===== src/rtl/rv32_pipe_pkg.sv =====
// Shared pipeline types and constants for the RV32 operand-fetch stage.
package rv32_pipe_pkg;

    localparam int unsigned rv32_reg_els_gp = 32;

    typedef enum logic [1:0] {
        EMPTY = 2'd0,
        FRESH = 2'd1,
        HELD  = 2'd2
    } of_state_e;

    function automatic int safe_clog2(input int n);
        return (n <= 1) ? 1 : $clog2(n);
    endfunction

endpackage


===== src/rtl/rv32_operand_bypass.sv =====
// Per-operand priority mux: x0, execute forward, writeback snoop, base value.
module rv32_operand_bypass
    import rv32_pipe_pkg::*;
#(
    parameter int width_p      = 32,
    parameter int addr_width_p = 5
) (
    input  logic [addr_width_p-1:0] i_addr,
    input  logic [width_p-1:0]      i_base,
    input  logic                    i_fwd_v,
    input  logic [addr_width_p-1:0] i_fwd_addr,
    input  logic [width_p-1:0]      i_fwd_data,
    input  logic                    i_wb_v,
    input  logic [addr_width_p-1:0] i_wb_addr,
    input  logic [width_p-1:0]      i_wb_data,
    output logic [width_p-1:0]      o_data
);

    logic w_zero;
    logic w_fwd_hit;
    logic w_wb_hit;

    assign w_zero    = (i_addr == '0);
    assign w_fwd_hit = i_fwd_v & (i_fwd_addr == i_addr);
    assign w_wb_hit  = i_wb_v & (i_wb_addr == i_addr);

    always_comb begin
        o_data = i_base;
        if (w_zero) begin
            o_data = '0;
        end else if (w_fwd_hit) begin
            o_data = i_fwd_data;
        end else if (w_wb_hit) begin
            o_data = i_wb_data;
        end
    end

endmodule


===== src/rtl/rv32_operand_fetch.sv =====
// Operand fetch stage: issues sync RF reads, bypasses, and holds operands
// across execute back-pressure.
module rv32_operand_fetch
    import rv32_pipe_pkg::*;
#(
    parameter  int width_p         = 32,
    parameter  int els_p           = rv32_reg_els_gp,
    parameter  int payload_width_p = 64,
    localparam int addr_width_lp   = safe_clog2(els_p)
) (
    input  logic                       clk_i,
    input  logic                       reset_i,

    input  logic                       id_v_i,
    output logic                       id_ready_o,
    input  logic [addr_width_lp-1:0]   id_rs1_i,
    input  logic [addr_width_lp-1:0]   id_rs2_i,
    input  logic [addr_width_lp-1:0]   id_rd_i,
    input  logic                       id_rd_we_i,
    input  logic [payload_width_p-1:0] id_payload_i,

    output logic                       rf_r0_v_o,
    output logic [addr_width_lp-1:0]   rf_r0_addr_o,
    input  logic [width_p-1:0]         rf_r0_data_i,
    output logic                       rf_r1_v_o,
    output logic [addr_width_lp-1:0]   rf_r1_addr_o,
    input  logic [width_p-1:0]         rf_r1_data_i,

    input  logic                       wb_v_i,
    input  logic [addr_width_lp-1:0]   wb_addr_i,
    input  logic [width_p-1:0]         wb_data_i,

    input  logic                       ex_fwd_v_i,
    input  logic [addr_width_lp-1:0]   ex_fwd_addr_i,
    input  logic [width_p-1:0]         ex_fwd_data_i,

    output logic                       ex_v_o,
    input  logic                       ex_ready_i,
    output logic [width_p-1:0]         ex_rs1_data_o,
    output logic [width_p-1:0]         ex_rs2_data_o,
    output logic [addr_width_lp-1:0]   ex_rd_o,
    output logic                       ex_rd_we_o,
    output logic [payload_width_p-1:0] ex_payload_o,

    input  logic                       flush_i
);

    of_state_e r_state;
    of_state_e w_state_n;

    logic [addr_width_lp-1:0]   r_rs1;
    logic [addr_width_lp-1:0]   r_rs2;
    logic [addr_width_lp-1:0]   r_rd;
    logic                       r_rd_we;
    logic [payload_width_p-1:0] r_payload;
    logic [width_p-1:0]         r_cap1;
    logic [width_p-1:0]         r_cap2;

    logic               w_accept;
    logic [width_p-1:0] w_base1;
    logic [width_p-1:0] w_base2;
    logic [width_p-1:0] w_op1;
    logic [width_p-1:0] w_op2;

    assign id_ready_o = ~reset_i & ~flush_i
                      & ((r_state == EMPTY) | ex_ready_i);
    assign w_accept   = id_v_i & id_ready_o;

    assign rf_r0_v_o    = w_accept;
    assign rf_r1_v_o    = w_accept;
    assign rf_r0_addr_o = id_rs1_i;
    assign rf_r1_addr_o = id_rs2_i;

    // RF data is only valid the cycle after the read; afterwards use captures.
    assign w_base1 = (r_state == HELD) ? r_cap1 : rf_r0_data_i;
    assign w_base2 = (r_state == HELD) ? r_cap2 : rf_r1_data_i;

    rv32_operand_bypass #(
        .width_p      (width_p),
        .addr_width_p (addr_width_lp)
    ) u_byp_rs1 (
        .i_addr     (r_rs1),
        .i_base     (w_base1),
        .i_fwd_v    (ex_fwd_v_i),
        .i_fwd_addr (ex_fwd_addr_i),
        .i_fwd_data (ex_fwd_data_i),
        .i_wb_v     (wb_v_i),
        .i_wb_addr  (wb_addr_i),
        .i_wb_data  (wb_data_i),
        .o_data     (w_op1)
    );

    rv32_operand_bypass #(
        .width_p      (width_p),
        .addr_width_p (addr_width_lp)
    ) u_byp_rs2 (
        .i_addr     (r_rs2),
        .i_base     (w_base2),
        .i_fwd_v    (ex_fwd_v_i),
        .i_fwd_addr (ex_fwd_addr_i),
        .i_fwd_data (ex_fwd_data_i),
        .i_wb_v     (wb_v_i),
        .i_wb_addr  (wb_addr_i),
        .i_wb_data  (wb_data_i),
        .o_data     (w_op2)
    );

    assign ex_v_o        = ~reset_i & (r_state != EMPTY);
    assign ex_rs1_data_o = w_op1;
    assign ex_rs2_data_o = w_op2;
    assign ex_rd_o       = r_rd;
    assign ex_rd_we_o    = r_rd_we;
    assign ex_payload_o  = r_payload;

    always_comb begin
        w_state_n = r_state;
        unique case (r_state)
            EMPTY: begin
                w_state_n = w_accept ? FRESH : EMPTY;
            end
            FRESH, HELD: begin
                if (ex_ready_i) begin
                    w_state_n = w_accept ? FRESH : EMPTY;
                end else begin
                    w_state_n = HELD;
                end
            end
            default: begin
                w_state_n = EMPTY;
            end
        endcase
        if (flush_i) begin
            w_state_n = EMPTY;
        end
    end

    always_ff @(posedge clk_i) begin
        if (reset_i) begin
            r_state   <= EMPTY;
            r_rs1     <= '0;
            r_rs2     <= '0;
            r_rd      <= '0;
            r_rd_we   <= 1'b0;
            r_payload <= '0;
            r_cap1    <= '0;
            r_cap2    <= '0;
        end else begin
            r_state <= w_state_n;
            if (w_accept) begin
                r_rs1     <= id_rs1_i;
                r_rs2     <= id_rs2_i;
                r_rd      <= id_rd_i;
                r_rd_we   <= id_rd_we_i;
                r_payload <= id_payload_i;
            end
            // Captures follow the bypassed value so stalled operands see writes.
            if (r_state != EMPTY) begin
                r_cap1 <= w_op1;
                r_cap2 <= w_op2;
            end
        end
    end

endmodule


===== config.mk =====
export PLATFORM = sky130hd
export DESIGN_NAME = rv32_operand_fetch
export DESIGN_NICKNAME = d
export VERILOG_FILES = /design/src/rtl/rv32_pipe_pkg.sv /design/src/rtl/rv32_operand_bypass.sv /design/src/rtl/rv32_operand_fetch.sv
export SDC_FILE = /design/constraint.sdc
export NUM_CORES = 1
export LEC_CHECK = 0
export BUFFER_PORTS_ARGS = -buffer_cell sky130_fd_sc_hd__buf_2
export CORE_AREA = 2 2 147 149
export DETAILED_ROUTE_END_ITERATION = 7
export DIE_AREA = 0 0 149 151
export PLACE_DENSITY_LB_ADDON = 0.15
export SYNTH_ARGS = -nofsm -noshare
export SYNTH_HDL_FRONTEND = slang
export SYNTH_SLANG_ARGS = --single-unit

===== constraint.sdc =====
create_clock -name clk_i -period 2.5 [get_ports clk_i]
set_clock_uncertainty 0.15 [all_clocks]
set_input_delay 0.375 -clock clk_i [delete_from_list [all_inputs] [get_ports clk_i]]
set_output_delay 0.375 -clock clk_i [all_outputs]
set_load 0.02 [all_outputs]

==> results.json, run 1 <==
{
  "status": "finished with violations",
  "failed_checks": "setup timing",
  "fin_area_um2": 15100,
  "maxCapViolCount": 0,
  "synth_ff_type": "dfxtp_1",
  "syn_area_um2": 8950,
  "synth_area_leader_cell": "dfxtp_1",
  "ys_seq_elements": 146,
  "start_kind": "flip-flop",
  "drt_iter0_drc": 895,
  "area_growth_pct": 68.9,
  "worst_pin_slew_ns": 0.662,
  "chipHeight_um": 151,
  "ant_nets": 0,
  "die_x_um": 149,
  "fill_cells": 1499,
  "dp_cells": 1639,
  "period_needed_ns": 2.71,
  "synth_edf_count": 0,
  "cp.arrival_ns": 2.19,
  "critPathKind": "reg2out",
  "hpwl_mm": 23.6,
  "rsz0062_at_grt": "true",
  "clk_pin_slew_ns": 0.08,
  "grt_pass1_wl_mm": 59.7,
  "cts_hold_buffers": 0,
  "drt_wl_total_mm": 42.9,
  "cts_tree": "done",
  "vdd_drop_max_mv": 0.432,
  "vias": 11168,
  "synth.distinct_cells": 28,
  "grt_antenna_before_repair": 5,
  "cp_cell_sequence": "xnor2_2, and4_4, buf_12, buf_12, a221oi_4, o32ai_2, buf_4",
  "timing.final.crit_share_pct": 108,
  "crit_required_ns": 1.98,
  "endpoint_kind": "output port",
  "p_leak_nw": 6.12,
  "drc": 0,
  "fin_ws_ns": -0.211,
  "post_synth.cell_area_avg_um2": 8.38,
  "synth_top_area_share_pct": 32.7,
  "insertion_delay_ns": 0.42,
  "slowest_delay_ns": 0.37,
  "htree_num_levels": 4,
  "ys_top_cells_by_count": "146 x dfxtp_1, 86 x nand2_1, 82 x nand3_1, 81 x a21oi_1, 68 x and2_1",
  "setup_viol": 64,
  "drt_first_pass_iters": 5,
  "yosysMostFrequentCell": "dfxtp_1",
  "ys_async_sr_fraction_pct": 0,
  "grt_max_degree": 81,
  "gr-total-overflow": 0,
  "yosysSeqAreaShare_pct": 32.7,
  "finalHoldViolCount": 0,
  "boundaryPins": 373,
  "grt_usage_pct": 34.1,
  "slew_headroom_pct": 55.9,
  "placed_cell_area_um2": 11200,
  "post-place-ws_ns": -0.0141,
  "rows": 53,
  "grt_pass1_vias": 10731,
  "cpMaxStageDelayCell": "dfxtp_4",
  "routed_via_density": 6.40,
  "max_freq_ghz": 0.369,
  "cts.sinks": 146,
  "path_common_cell": "buf_12",
  "fin_cells": 1746,
  "synthesis.nets": 1295,
  "cts_buffer_depth": 2,
  "portBuffers": 372,
  "netlist_instances": 1067,
  "die_area_um2": 22500,
  "cts_made_buffers": 17,
  "power_mw": 7.19,
  "globalplace.congestion": 0.889,
  "power_density_nw_per_um2": 476,
  "ys_top_cells_by_area": "dfxtp_1 33%, a221oi_2 10%, a41oi_1 6.3%",
  "yosys_warnings": 0,
  "clockRootBuffer": "clkbuf_16",
  "post_drt_wl_per_cell_um": 24.5,
  "start_util_pct": 43.0,
  "slew_viol_final": 0,
  "critPathMaxFanout": 5,
  "setup_tns_ns": -7.07,
  "design.core.area_um2": 20800,
  "drive_above_1_share_pct": 54.1,
  "worst_hold_path_type": "in2reg",
  "nets": 1682
}
## metrics by stage
stage	util (%)	hold slack [ns]
floorplan	-	0.335
global placement	53.8	0.288
detailed placement	53.8	0.294
CTS	66.2	0.0167
global route	72.5	0.0328
finish	72.6	0.0351
## per-layer routing
metal  part of all wire (%)  track usage, %  vias to the layer above
met3                     10            9.19                      239
met1                     35            40.0                     5253
li1                       -               -                     4873
met4                    6.4            18.6                        2
met2                     48            57.0                      801
met5                  0.037               0                        -
## cells in the final DEF, fill, tap and decap left out, types with 19 or more instances in the layout
cell type,n
buf_2,314
dfxtp_1,134
buf_4,93
nand2_1,82
a21oi_1,81
nand3_1,80
and2_1,64
a41oi_1,64
o31ai_1,64
buf_6,44
a221oi_4,35
inv_1,34
o32ai_2,34
buf_12,30
a221oi_2,29
nor3_2,28
nor2b_1,24
o32ai_4,24
nor3_1,23
clkbuf_16,23
nor2b_2,22
nor2b_4,19
## cell type report
class / instances / area, µm² / share of cell area, %
Inverter: 35 / 131 / 0.869
Clock inverter: 15 / 180 / 1.19
Antenna cell: 4 / 10.0 / 0.0662
Sequential cell: 146 / 2960 / 19.6
Clock buffer: 17 / 425 / 2.82
Tap cell: 275 / 344 / 2.28
Multi-Input combinational cell: 751 / 7140 / 47.2
Timing Repair Buffer: 503 / 3920 / 26.0
## final timing paths
| check | start | end | slack (ns) | depth (start not counted) |
|---|---|---|---|---|
| worst max-delay path | r_rs2[4] | ex_rs2_data_o[0] | -0.21 | 7 |
| worst min-delay path | id_payload_i[43] | ex_payload_o[43] | 0.04 | 3 |
| worst max register to register | r_state[1] | r_cap2[9] | 0.15 | 7 |
| worst min register to register | ex_payload_o[10] | ex_payload_o[10] | 0.30 | 2 |
## kinds of logic (layout without fill, tap and decap cells)
family,count (synthesis),after routing,share of synthesized area [%]
fa+ha+maj,3,3,0.420
simple gates,385,385,22.4
other cells,0,4,0
xor+xnor,20,20,1.96
flops,146,146,32.7
buf+inv,170,570,9.15
compound gates,343,343,33.4
## what timing repair did
item                       CTS  global route
gates resized for setup    259           170
buffers inserted            39            16
pin swaps                   41            45
setup endpoints to repair   64            64
cloned                      13             6
## state kept, by name (all words and copies together) (netlist names)
name / cells
ex_payload_o: 64
ex_rd_o: 5
ex_rd_we_o: 1
r_cap1: 32
r_cap2: 32
r_rs1: 5
r_rs2: 5
r_state: 2
## power breakdown
| part | total [mW] | internal, mW | switching (mW) |
|---|---|---|---|
| Clock | 2.69 | 1.44 | 1.25 |
| Combinational | 2.07 | 0.906 | 1.16 |
| Sequential | 2.42 | 2.38 | 0.0443 |
## worst max-delay path, delay by kind of cell (launching register included)
kind / cells / cell delay, ns
buffers and inverters: 3 / 0.47
AO/OA/AOI/OAI: 2 / 0.43
flip-flops: 1 / 0.37
AND/OR/NAND/NOR: 1 / 0.30
XOR/XNOR: 1 / 0.18
No activity file was read; power rests on OpenSTA's default activity.
==> run 2: changes to the inputs <==
- SKIP_CTS_REPAIR_TIMING: default -> 1
==> run 2 against run 1 <==
  * Non-clock buffer count decreased by 13
  * Worst setup slack got worse by 0.046 ns
  * Die area unchanged
  * Routed wire length decreased by 8.3%
  * Highest routed layer is now met4
  * Clock power about the same
  * Critical path depth unchanged
  * Sequential power about the same
  * Utilization decreased by 6.6 points
  * Critical path type unchanged
  * Via count decreased by 4.2%
  * Largest cell class unchanged
  * Hold slack got worse by 0.0053 ns
  * First-iteration DRC count decreased by 4.0%
  * Flip-flop and latch count unchanged
  * The flow still finishes with violations (setup timing)
==> results.json, run 2 (synthesized netlist as in run 1, its figures left out) <==
{
  "nets": 1669,
  "rsz0062_at_grt": "true",
  "cts_tree": "done",
  "timing.final.crit_share_pct": 110,
  "cpMaxStageDelayCell": "o32ai_2",
  "finalHoldViolCount": 0,
  "routed_via_density": 6.18,
  "period_needed_ns": 2.76,
  "hp-start": "id_payload_i[43]",
  "grt_pass1_vias": 9982,
  "slew_headroom_pct": 55.6,
  "slew_viol_final": 0,
  "final_common_cell": "buf_2",
  "crit_required_ns": 1.98,
  "vdd_drop_max_mv": 0.459,
  "rows": 53,
  "htree_num_levels": 4,
  "grt_max_degree": 81,
  "critPathTopFamily": "buffers and inverters",
  "critPathMaxFanout": 6,
  "die_x_um": 149,
  "max_freq_ghz": 0.363,
  "area_growth_pct": 53.6,
  "slowest_delay_ns": 0.39,
  "placed_cell_area_um2": 11200,
  "die_area_um2": 22500,
  "clockRootBuffer": "clkbuf_16",
  "endpoint_kind": "output port",
  "post_drt_wl_per_cell_um": 22.7,
  "drt_first_pass_iters": 4,
  "gr-total-overflow": 0,
  "worst_pin_slew_ns": 0.666,
  "drc": 0,
  "worst_hold_path_type": "in2reg",
  "insertion_delay_ns": 0.43,
  "clk_pin_slew_ns": 0.08,
  "portBuffers": 372,
  "startpoint": "r_rs2[4]",
  "setup_viol": 64,
  "p_leak_nw": 5.72,
  "cts.sinks": 146,
  "ant_nets": 0,
  "vias": 10697,
  "grt_usage_pct": 30.4,
  "final_cell_mix": "322 x buf_2, 134 x dfxtp_1, 110 x buf_4, 84 x nand2_1, 81 x a21oi_1",
  "post-place-ws_ns": -0.0141,
  "status": "finished with violations",
  "start_util_pct": 43.0,
  "fin_ws_ns": -0.257,
  "drt_wl_total_mm": 39.3,
  "design.core.area_um2": 20800,
  "maxCapViolCount": 0,
  "globalplace.congestion": 0.889,
  "drt_iter0_drc": 859,
  "power_density_nw_per_um2": 502,
  "failed_checks": "setup timing",
  "critPathKind": "reg2out",
  "largest_register_ffs": 64,
  "hpwl_mm": 23.6,
  "cts_made_buffers": 17,
  "grt_pass1_wl_mm": 53.8,
  "reg2reg_from": "r_state[1]",
  "boundaryPins": 373,
  "cts_buffer_depth": 2,
  "start_kind": "flip-flop",
  "cp_cell_sequence": "xnor2_2, and4_4, buf_12, buf_6, a221oi_2, o32ai_2, buf_4",
  "drive_above_1_share_pct": 49.9,
  "fin_area_um2": 13700,
  "cp.arrival_ns": 2.23,
  "chipHeight_um": 151,
  "grt_antenna_before_repair": 2,
  "path_buf_inv": 3
}
[run 2: cell types whose count changed in the layout (fill, tap and decap cells not counted), sizes merged]
cell,previous run,this run
bufbuf,1,0
diode,4,2
clkbuf,23,27
buf,496,480
[run 2: layer usage]
layer	track usage (%)	share of wire [%]
met1	36.4	37
met2	52.2	48
met3	7.50	11
met4	12.2	5.2
met5	0	0
[run 2: final timing paths]
kind	endpoint	slack, ns	cells past startpoint
worst max-delay path	ex_rs2_data_o[8]	-0.26	7
worst min-delay path	ex_payload_o[43]	0.03	3
worst max register to register	r_cap2[7]	0.27	7
worst min register to register	ex_payload_o[10]	0.30	2
[run 2: area by class of cell]
type,count,area [µm²]
well taps,275,344
repair buffers,490,3470
multi-input cells,751,6230
diodes,2,5.00
flip-flops and latches,146,2950
clock inverters,15,180
fillers,1753,7090
clock buffers,17,425
inverters,35,131
[run 2: where the power goes]
part	switching, mW	leakage, nW	internal, mW
Combinational	1.02	4.24	0.755
Sequential	0.0412	1.19	2.38
Clock	1.26	0.292	1.44
[run 2: stage by stage]
| stage | power (mW) | setup TNS, ns | utilization (%) | cells | hold slack, ns |
|---|---|---|---|---|---|
| global route | 7.11 | -11.40 | 66.0 | 1730 | 0.0303 |
| detailed placement | 3.84 | -0.0141 | 53.8 | 1639 | 0.294 |
| finish | 6.90 | -7.45 | 66.0 | 1731 | 0.0298 |
| global placement | 3.84 | 0 | 53.8 | 1639 | 0.288 |
| floorplan | 3.24 | 0 | - | 1067 | 0.335 |
| CTS | 6.53 | -14.45 | 56.7 | 1671 | 0.0167 |
[run 2: tightest hold or removal path: cells and delay by family]
kind	cells	cell delay [ns]
buffers and inverters	1	0.09
AND/OR/NAND/NOR	1	0.05
AO/OA/AOI/OAI	1	0.05
